<file path="src/rtl/game_pkg.sv">
// rtl/game_pkg.sv - shared game-state encoding and BCD score helpers
package game_pkg;

  localparam int BCD_W = 16;
  localparam int BCD_DIGITS = BCD_W / 4;

  typedef enum logic [1:0] {
    GS_IDLE = 2'b00,
    GS_RUN  = 2'b01,
    GS_OVER = 2'b10
  } gamestate_t;

  // +1 with per-digit carry; the counter pins at all nines instead of wrapping
  function automatic logic [BCD_W-1:0] bcd_inc_sat(input logic [BCD_W-1:0] v);
    logic [BCD_W-1:0] r;
    logic             carry;
    r     = v;
    carry = 1'b1;
    if (v == {BCD_DIGITS{4'h9}}) begin
      return v;
    end
    for (int i = 0; i < BCD_DIGITS; i++) begin
      if (carry) begin
        if (r[i*4 +: 4] == 4'd9) begin
          r[i*4 +: 4] = 4'd0;
        end else begin
          r[i*4 +: 4] = r[i*4 +: 4] + 4'd1;
          carry       = 1'b0;
        end
      end
    end
    return r;
  endfunction

  // digit-wise magnitude compare, most significant digit decides first
  function automatic logic bcd_gt(input logic [BCD_W-1:0] a, input logic [BCD_W-1:0] b);
    for (int i = BCD_DIGITS - 1; i >= 0; i--) begin
      if (a[i*4 +: 4] > b[i*4 +: 4]) return 1'b1;
      if (a[i*4 +: 4] < b[i*4 +: 4]) return 1'b0;
    end
    return 1'b0;
  endfunction

endpackage

</file>
<file path="src/rtl/btn_debounce.sv">
// rtl/btn_debounce.sv - button synchroniser, debounce filter and press pulse
module btn_debounce #(
  parameter int DEBOUNCE_CYCLES = 1_000_000
) (
  input  logic clk,
  input  logic rst,
  input  logic btn,
  output logic press
);

  localparam int CW = (DEBOUNCE_CYCLES > 1) ? $clog2(DEBOUNCE_CYCLES) : 1;
  localparam logic [CW-1:0] CNT_LAST = CW'(DEBOUNCE_CYCLES - 1);

  logic          sync1;
  logic          sync2;
  logic          level;
  logic [CW-1:0] cnt;

  // level is only accepted after it has disagreed with the current one for the full window
  always_ff @(posedge clk) begin
    if (rst) begin
      sync1 <= 1'b0;
      sync2 <= 1'b0;
      level <= 1'b0;
      cnt   <= '0;
      press <= 1'b0;
    end else begin
      sync1 <= btn;
      sync2 <= sync1;
      press <= 1'b0;
      if (sync2 == level) begin
        cnt <= '0;
      end else if (cnt == CNT_LAST) begin
        cnt   <= '0;
        level <= sync2;
        press <= sync2;
      end else begin
        cnt <= cnt + 1'b1;
      end
    end
  end

endmodule

</file>
<file path="src/rtl/game_state_ctrl.sv">
// rtl/game_state_ctrl.sv - game flow FSM with collision latch, lockout and BCD scoring
module game_state_ctrl
  import game_pkg::*;
#(
  parameter int DEBOUNCE_CYCLES = 1_000_000,
  parameter int LOCKOUT_FRAMES  = 30,
  parameter int SCORE_FRAMES    = 6
) (
  input  logic             clk,
  input  logic             rst,
  input  logic             btn_jump,
  input  logic             collision,
  input  logic             frame_tick,
  output logic [1:0]       gamestate,
  output logic             round_reset,
  output logic             jump_pulse,
  output logic [BCD_W-1:0] score,
  output logic [BCD_W-1:0] hiscore
);

  localparam int LW = $clog2(LOCKOUT_FRAMES + 1);
  localparam int FW = (SCORE_FRAMES > 1) ? $clog2(SCORE_FRAMES) : 1;
  localparam logic [LW-1:0] LOCK_MAX = LW'(LOCKOUT_FRAMES);
  localparam logic [FW-1:0] FR_LAST  = FW'(SCORE_FRAMES - 1);

  gamestate_t       state, state_n;
  logic             press;
  logic             coll_flag, coll_n;
  logic [LW-1:0]    lockout, lock_n;
  logic [FW-1:0]    fcnt, fcnt_n;
  logic [BCD_W-1:0] score_n, hi_n;
  logic             rr_n, jp_n;
  logic             hit;

  btn_debounce #(
    .DEBOUNCE_CYCLES(DEBOUNCE_CYCLES)
  ) u_btn (
    .clk  (clk),
    .rst  (rst),
    .btn  (btn_jump),
    .press(press)
  );

  assign gamestate = state;

  // a frame ends the round if any collision was seen during it, including on the tick itself
  assign hit = frame_tick && (coll_flag || collision);

  // next-state and next-output decode; collision beats a same-cycle jump
  always_comb begin
    state_n = state;
    coll_n  = 1'b0;
    lock_n  = lockout;
    fcnt_n  = fcnt;
    score_n = score;
    hi_n    = hiscore;
    rr_n    = 1'b0;
    jp_n    = 1'b0;
    case (state)
      GS_IDLE: begin
        if (press) begin
          state_n = GS_RUN;
          rr_n    = 1'b1;
          jp_n    = 1'b1;
          score_n = '0;
          fcnt_n  = '0;
        end
      end
      GS_RUN: begin
        if (hit) begin
          state_n = GS_OVER;
          lock_n  = '0;
          if (bcd_gt(score, hiscore)) hi_n = score;
        end else begin
          jp_n = press;
          if (frame_tick) begin
            if (fcnt == FR_LAST) begin
              fcnt_n  = '0;
              score_n = bcd_inc_sat(score);
            end else begin
              fcnt_n = fcnt + 1'b1;
            end
          end else begin
            coll_n = coll_flag || collision;
          end
        end
      end
      GS_OVER: begin
        if (press && lockout == LOCK_MAX) begin
          state_n = GS_RUN;
          rr_n    = 1'b1;
          score_n = '0;
          fcnt_n  = '0;
        end else if (frame_tick && lockout < LOCK_MAX) begin
          lock_n = lockout + 1'b1;
        end
      end
      default: begin
        state_n = GS_IDLE;
      end
    endcase
  end

  // state, counters and registered outputs
  always_ff @(posedge clk) begin
    if (rst) begin
      state       <= GS_IDLE;
      coll_flag   <= 1'b0;
      lockout     <= '0;
      fcnt        <= '0;
      score       <= '0;
      hiscore     <= '0;
      round_reset <= 1'b0;
      jump_pulse  <= 1'b0;
    end else begin
      state       <= state_n;
      coll_flag   <= coll_n;
      lockout     <= lock_n;
      fcnt        <= fcnt_n;
      score       <= score_n;
      hiscore     <= hi_n;
      round_reset <= rr_n;
      jump_pulse  <= jp_n;
    end
  end

endmodule

</file>
<file path="config.mk">
export PLATFORM = sky130hd
export DESIGN_NAME = game_state_ctrl
export DESIGN_NICKNAME = d
export VERILOG_FILES = /design/src/rtl/game_pkg.sv /design/src/rtl/btn_debounce.sv /design/src/rtl/game_state_ctrl.sv
export SDC_FILE = /design/constraint.sdc
export NUM_CORES = 1
export LEC_CHECK = 0
export ABC_AREA = 1
export CELL_PAD_IN_SITES_DETAIL_PLACEMENT = 1
export CELL_PAD_IN_SITES_GLOBAL_PLACEMENT = 1
export CORE_MARGIN = 1
export CORE_UTILIZATION = 41
export CTS_CLUSTER_DIAMETER = 40
export DETAILED_ROUTE_END_ITERATION = 12
export GPL_TIMING_DRIVEN = 0
export HOLD_SLACK_MARGIN = 0.03
export PLACE_DENSITY_LB_ADDON = 0.15
export SYNTH_ARGS = -nofsm -noshare
export SYNTH_HDL_FRONTEND = slang
export SYNTH_SLANG_ARGS = --single-unit
</file>
<file path="constraint.sdc">
create_clock -name clk -period 2 [get_ports clk]
set_input_delay 0.3 -clock clk [delete_from_list [all_inputs] [get_ports clk]]
set_output_delay 0.3 -clock clk [all_outputs]
set_load 0.01 [all_outputs]
</file>
==> results of run 1 <==
-- layout by cell type, fill, tap and decap left out, types with 8 or more instances in the layout --
cell	synthesis	routed
sky130_fd_sc_hd__ha_1	27	24
sky130_fd_sc_hd__clkdlybuf4s50_1	0	39
sky130_fd_sc_hd__dfxtp_1	69	59
sky130_fd_sc_hd__o21ai_0	19	16
sky130_fd_sc_hd__nand3_1	37	37
sky130_fd_sc_hd__xor2_1	10	10
sky130_fd_sc_hd__inv_1	74	72
sky130_fd_sc_hd__a21oi_1	40	36
sky130_fd_sc_hd__nand2_1	85	81
sky130_fd_sc_hd__nor2_1	81	79
sky130_fd_sc_hd__clkbuf_8	0	9
sky130_fd_sc_hd__dfxtp_2	0	8
sky130_fd_sc_hd__nand4_1	10	10
sky130_fd_sc_hd__nor3_1	12	12
-- routing by layer --
layer  GRT usage (%)  wire length, um  part of all wire (%)  vias up
met1            25.4             4530                    43     1729
li1                -                -                     -     1781
met2            43.8             5740                    54       45
met3            3.01              216                   2.0       14
met4            8.39              157                   1.5        0
met5               0                0                     0        -
-- kinds of logic (layout without fill, tap and decap cells) --
| kind of cell | after synthesis | in the layout |
|---|---|---|
| AO/OA/AOI/OAI | 72 | 72 |
| XOR/XNOR | 10 | 10 |
| adder cells (fa/ha/maj) | 27 | 27 |
| buffers and inverters | 93 | 151 |
| flip-flops | 69 | 69 |
| AND/OR/NAND/NOR | 250 | 250 |
-- final timing paths --
path          startpoint     endpoint  slack (ns)
max             score[5]     score[6]        0.14
min          u_btn.sync1  u_btn.sync2        0.42
max reg2reg     score[5]     score[6]        0.14
min reg2reg  u_btn.sync1  u_btn.sync2        0.42
-- per-stage QoR --
stage          setup TNS, ns  setup slack, ns  hold slack [ns]  cell area [um2]  std cells
3_5_place_dp           -6.68           -0.397            0.401             4290        668
4_1_cts                    0           0.0148            0.421             4600        684
6_report                   0            0.138            0.416             4760        687
2_1_floorplan              0            0.180            0.388             3770        521
3_3_place_gp           -4.82           -0.321            0.392             4290        668
5_1_grt              -0.0738          -0.0402            0.441             4760        687
-- power by group through the flow --
stage | Sequential [mW] | Combinational [mW] | Clock (mW)
after floorplan | 1.41 | 0.0346 | 0
after global placement | 1.41 | 0.0549 | 0
after detailed placement | 1.41 | 0.0566 | 0
after CTS | 1.38 | 0.0572 | 1.54
after global routing | 1.37 | 0.0645 | 1.61
final | 1.37 | 0.0573 | 1.53
-- registers in the layout (all words and copies together), names as in the netlist, 2 cells and up --
register	cells
u_btn.cnt	20
fcnt	3
gamestate	2
score	16
hiscore	16
lockout	5
-- tightest hold or removal path, stage by stage, from the launching register on --
cell                      delay (ns)
sky130_fd_sc_hd__dfxtp_1        0.30
sky130_fd_sc_hd__inv_1          0.04
sky130_fd_sc_hd__nor2_1         0.04
-- area by class of cell --
cell class | count | area [um2]
Clock inverter | 7 | 138
Fill cell | 1098 | 4040
Clock buffer | 9 | 124
Sequential cell | 69 | 1400
Inverter | 79 | 302
Timing Repair Buffer | 42 | 448
Buffer | 14 | 118
Tap cell | 108 | 135
Multi-Input combinational cell | 359 | 2100
-- timing repair --
action / 4_1_cts / 5_1_grt
buffers inserted: 0 / 1
setup endpoints to repair: 17 / 37
pin swaps: 0 / 6
hold buffers: 0 / 0
gates cloned: 0 / 2
gates resized for setup: 15 / 34
==> run summary, run 1 <==
The run finished, with violations left. The final reports fail on DRC. The mux contribution to synthesized area came out at 0%. The number of instances in the synthesized netlist is between 500 and 600. The synthesized netlist net count came out at between 500 and 600. For this run, the leading register cell type out of synthesis is sky130_fd_sc_hd__dfxtp_1. The count of buffering cells on the critical path with inverters included is 2. The number of rows in the core area is 34. For the pin with the worst max-slew slack, the measured transition is 0.603 ns. The tree built by TritonCTS fans out to 69 sinks. On the critical path the largest part of the delay comes from simple AND/OR/NAND/NOR gates. The area enclosed by the die boundary came out at approximately 9600 um2.

The total number of nets in the final design came out at between 600 and 700. The latest clock arrival within the worst-skew pair is roughly 0.36 ns. In the final routed layout, each cell accounts on average for between 15 and 20 um. In the routed design, unresolved DRC markers number 5.

The initial standard-cell utilization of the core is 42.8%. The detailed router's first-iteration violation count is 97. The detail-routed via count per cell is 5.20. The flop and latch count out of synthesis is a little under 70. The final antenna-violating net count is 0. The core occupancy in the finished layout is 54.1%.

The analysis attributes to net switching a power of around 0.62 mW. TritonCTS built the clock tree. The share of total power in the clock network is between 50 and 60%. The maximum clock rate came out at between 0.5 and 0.6 GHz. Power spread over the standard cell area amounts to 622 nW/um2. The cell type with the highest aggregate area in the netlist is sky130_fd_sc_hd__dfxtp_1.

Of the synthesized area, sequential elements account for 36.7%. The share of total power in combinational logic is under 10%. The final max-slew violation count came to 0. The number of detailed-routing iterations run before antenna repair came out at 8. The chip width is about 100 um. After Yosys synthesis, full adders, half adders and majority gates account for under 10% of the synthesized area.

The share of synthesized cell area in and, or, nand and nor gates came out at 31.1%. The largest driver fanout on the critical path is 10. The compound-gate portion of the synthesized area came out at around 11%.

Setup violations remaining at the end of the flow were counted as 0. The antenna cell count is 0. In the synthesized netlist, the cells that appear most often are sky130_fd_sc_hd__nand2_1, sky130_fd_sc_hd__nor2_1, sky130_fd_sc_hd__inv_1, sky130_fd_sc_hd__dfxtp_1, sky130_fd_sc_hd__a21oi_1. For this run, the total global-route usage over all layers was measured as between 20% and 30%. In this run, flip-flops and latches consume a little under half of the power. The arrival time at the worst endpoint came out at approximately 2.1 ns. For this run, asynchronously set or reset flops after synthesis account for 0%. The Yosys step of the flow raised 0 warnings. The buffer cell driving the clock tree root is sky130_fd_sc_hd__clkbuf_8. The number of antenna violations at the first check in global routing is 0.

Measured against its own limit, the worst slew margin works out to between 50% and 60%. The longest individual stage delay on the worst path came out at around 0.35 ns. The weighted congestion at the end of routability-driven global placement is between 0.7 and 0.8. The fraction of synthesized cell area taken by the top area cell type is a little over a third. The worst path needs roughly 1.9 ns of the cycle, external delays included. The tightest min-delay check is of the reg2reg type. On the final layout, the worst clock skew is between 0.008 and 0.009 ns. The die is 97.9 um tall. The worst path required time is around 2.3 ns. The half-perimeter wire length after placement came out at 7460 um.

The critical path depth in cells is 12. Traced cell by cell, the critical path runs through inv_1 > ha_1 > nand3_1 > nor2_1 > nand2_1 > o21ai_1 > nor2_4 > buf_6 > nand3_2 > nand2_1 > nand3_1 > nor2_1. Dividing the final minimum period by the clock period gives 93.1%. Yosys instantiated no cell more often than sky130_fd_sc_hd__nand2_1.

Of the cells placed in the final design, the portion with a size suffix greater than 1 is between 10% and 20%. The number of enable flip-flop cells after synthesis came out at 0. Dividing the synthesized area by the synthesized cell count gives approximately 7.2 um2. Counting instances, the worst hold path has a depth of 2. The internal power is approximately 2.3 mW.

Setup repair after global routing could not meet its margin everywhere. The total global routing overflow is 0. Counting along the longest clock path gives a buffer depth of 2. The region available for standard cell placement spans 8810 um2. The endpoint class of the critical path is a flip-flop.

Net switching is a little over a fifth of the power. The setup path with the least slack is of type reg2reg. Among all stages on the critical path, the largest delay is contributed by sky130_fd_sc_hd__dfxtp_2.

The count of pins on the block boundary came out at 41. The number of max-capacitance violations reported is 0. The clock transition time at the flip-flop clock pins of the worst setup and hold paths is 0.08 ns. The final count of hold timing violations came out at 0.

The post-synthesis instance area came out at 3770 um2. The H-tree was split into 3 levels. Of the total synthesized cell area, the portion taken by XOR and XNOR cells is 2.32%. The first global-routing pass estimated between 15,000 and 20,000 um of wire. The overall routed net length came out at ~11,000 um.

Counting cells, the worst reg-to-reg path comes to 12. Entering global routing, the biggest net connects 13 pins. For this design the static power due to leakage is 1.87 nW. The count of vias placed by the detailed router is around 3,600. The number of unique standard cell types used by synthesis came out at 37.

Summing internal, switching and leakage power gives 2.96 mW. The signed area change from the synthesized netlist to the final layout came out at 26.4%. The quantity of I/O buffers inserted on ports came out at 39. By area the synthesized netlist is led by sky130_fd_sc_hd__dfxtp_1, sky130_fd_sc_hd__ha_1, sky130_fd_sc_hd__nand2_1, sky130_fd_sc_hd__nor2_1, sky130_fd_sc_hd__inv_1. The largest vdd supply drop is between 0.0003 and 0.0004 V.

The via count of the first global-routing pass came to around 3,700. The worst setup path is launched from a flip-flop. By area, the combinational part of the netlist is dominated by simple AND/OR/NAND/NOR gates. The total clock buffers created by CTS is 9.
No activity file was read; power rests on OpenSTA's default activity.
==> run 2, diff against run 1 <==
- CTS_CLUSTER_DIAMETER: 40 -> 100
- SKIP_CTS_REPAIR_TIMING: default -> 1
- SKIP_LAST_GASP: default -> 1
==> run 2 against run 1 <==
Compared with the run above:
- non-clock buffer count decreased by 1
- critical path type unchanged
- largest power group unchanged
- sequential cell count did not move
- final area decreased by 0.95%
- setup slack worse by 0.062 ns
- utilization decreased by 0.51 points
- sequential power about the same
- via count shrank 0.70%
- the run still ends with DRC left
- critical endpoint is now hiscore[15]
- fmax is 3.2% lower
- routed wire length is 2.1% lower
==> run summary, run 2 (synthesis gave the netlist of run 1 again) <==
The arrival time at the worst endpoint came out at between 2 and 2.5 ns. The maximum clock rate came out at ~0.52 GHz. The overall routed net length is 10,400 um. The largest net degree at the start of global routing came out at 13. The final count of hold timing violations is 0. The share of total power in combinational logic is 2.0%. The number of max-capacitance violations reported is 0.

The final setup skew is between 0.01 and 0.015 ns. The minimum period implied by the final worst setup slack is 1.92 ns. Setup slack on the worst reg-to-reg path comes out at 0.08 ns. The switching power as a share of total power came out at around a fifth. The library cells used most frequently in the layout, excluding fill and tap cells, are sky130_fd_sc_hd__nand2_1, sky130_fd_sc_hd__nor2_1, sky130_fd_sc_hd__inv_1, sky130_fd_sc_hd__dfxtp_1, sky130_fd_sc_hd__clkdlybuf4s50_1.

The worst setup path is launched from a flip-flop. Setup repair after global routing could not meet its margin everywhere. The wire length of the first global-routing pass is roughly 17,000 um.

The maximum count of clock buffers along a single path came out at 2. In this run the clock root is driven by a sky130_fd_sc_hd__clkbuf_8. Across the VDD grid, the largest voltage drop is around 0.00037 V. The final critical-path share of the clock period came out at between 90% and 100%. The worst path required time is approximately 2.3 ns.

The final antenna-violating net count came out at 0. The number of setup violations in the final report is 0. The post-route setup TNS came out at 0 ns. The number of filler cells placed in the layout came out at 1,117. The number of design rule violations left after detail routing is 5. The total number of clock tree sinks is between 60 and 70. The final max-slew violation count is 0. In this run the worst path has a maximum fanout of 7. The number of rows in the core area is 34. The total global routing overflow is 0. The via count of the first global-routing pass is about 3,700. The net count of the finished layout is 605. The weighted congestion at the end of routability-driven global placement came out at about 0.77. The die height is just under 100 um. The count of vias placed by the detailed router is about 3,500. The detailed router finished its first iteration with 88 violations. The signed area change from the synthesized netlist to the final layout came out at 25.2%. The run finished, with violations left. The maximum level of the CTS H-tree is 3. The share of total power in the clock network is approximately half.

The checks that failed: DRC. The count of pins on the block boundary is between 40 and 50. The register with the most flip-flops in the final layout is u_btn.cnt.

Setup slack on the critical path of the routed design comes to around 0.076 ns. The antenna cell count came out at 0. The worst reg-to-reg path cell count came out at 12. At the pin with the least slew margin, the transition time is around 0.60 ns. The sequential cell fraction of total power came out at about 47%.

In this run the worst hold path is classified as reg2reg. The largest registers in the layout are u_btn.cnt x20, hiscore x16, score x16. The headroom to the max-slew limit came out at 60.2%. The total routing resource utilization after global routing came out at between 20% and 30%. The critical path is of the reg2reg type. The wire length per cell after detailed routing is 15.2 um. The power density over the cells is 627 nW/um2. For this design the static power due to leakage is 1.86 nW.

The chip width came out at a little under 100 um. The half-perimeter wire length after placement came out at approximately 7500 um. The core occupancy in the finished layout came out at between 50% and 60%. The clock transition time at the flip-flop clock pins of the worst setup and hold paths is roughly 0.08 ns. The worst hold margin came out at approximately 0.42 ns. The share of cells above drive strength 1 came out at 12.5%. The number of antenna violations at the first check in global routing came out at 0. Buffers placed on the I/O ports in this run total 39. The internal power is 2.34 mW. The area enclosed by the die boundary came out at 9580 um2. The register with the most flip-flops in the layout has 20 of them. The total clock buffers created by CTS is 9. The completed layout was analyzed and its total power is slightly below 3 mW. The first detailed-routing pass took 8 iterations. The switching power of the nets came out at 0.616 mW. The floorplan core area is 8810 um2. The latest clock arrival within the worst-skew pair came out at between 0.3 and 0.4 ns.

The detail-routed via count per cell came out at roughly 5.2. The endpoint class of the critical path is a flip-flop. The cell count of the worst hold path came out at 2. The leading cell type in the layout, fill and taps excluded is sky130_fd_sc_hd__nand2_1.

The initial standard-cell utilization of the core is between 40 and 50%. TritonCTS built the clock tree. The post-place setup slack is -0.397 ns.
run 2: cell count changes in the layout (fill, tap and decap cells not counted), sizes merged:
cell	before	now
buf	9	8
run 2: power groups by stage:
stage                     clock network (mW)  registers, mW  logic [mW]
final                                   1.52           1.37      0.0578
after global routing                    1.61           1.37      0.0647
after CTS                               1.54           1.38      0.0572
after detailed placement                   0           1.41      0.0566
after global placement                     0           1.41      0.0549
after floorplan                            0           1.41      0.0346
run 2: cell type report:
cell class / count / area [um2] / share of cell area, %
Buffer: 14 / 123 / 2.60
Clock buffer: 9 / 124 / 2.62
Clock inverter: 7 / 138 / 2.92
Inverter: 79 / 302 / 6.39
Multi-Input combinational cell: 359 / 2060 / 43.7
Sequential cell: 69 / 1400 / 29.6
Tap cell: 108 / 135 / 2.86
Timing Repair Buffer: 41 / 440 / 9.33
run 2: path summary, 6_finish.rpt:
path          startpoint     endpoint
max reg2reg   hiscore[7]  hiscore[15]
max           hiscore[7]  hiscore[15]
min          u_btn.sync1  u_btn.sync2
min reg2reg  u_btn.sync1  u_btn.sync2
run 2: metrics by stage:
stage                     cells  cell area (um2)
after floorplan             521             3770
after global placement      668             4290
after detailed placement    668             4290
after CTS                   684             4560
after global routing        686             4720
final                       686             4720
run 2: worst max-delay path, cell delays in order, from the launching register on:
cell and delay (ns):
sky130_fd_sc_hd__dfxtp_1 0.36, sky130_fd_sc_hd__inv_1 0.06, sky130_fd_sc_hd__ha_1 0.30, sky130_fd_sc_hd__nand2_1 0.07, sky130_fd_sc_hd__o21ai_0 0.26, sky130_fd_sc_hd__nand2_2 0.12
sky130_fd_sc_hd__nand2_1 0.08, sky130_fd_sc_hd__nand2_2 0.09, sky130_fd_sc_hd__nand2_8 0.13, sky130_fd_sc_hd__clkbuf_16 0.16, sky130_fd_sc_hd__nand3_1 0.07, sky130_fd_sc_hd__nand2_1 0.07
sky130_fd_sc_hd__nor2_1 0.05
run 2: layer usage:
metal,up-vias,global-route usage (%),wire length (um)
li1,1783,-,-
met1,1708,25.2,4500
met2,39,43.0,5550
met3,14,3.01,213
met4,0,8.74,163
met5,-,0,0
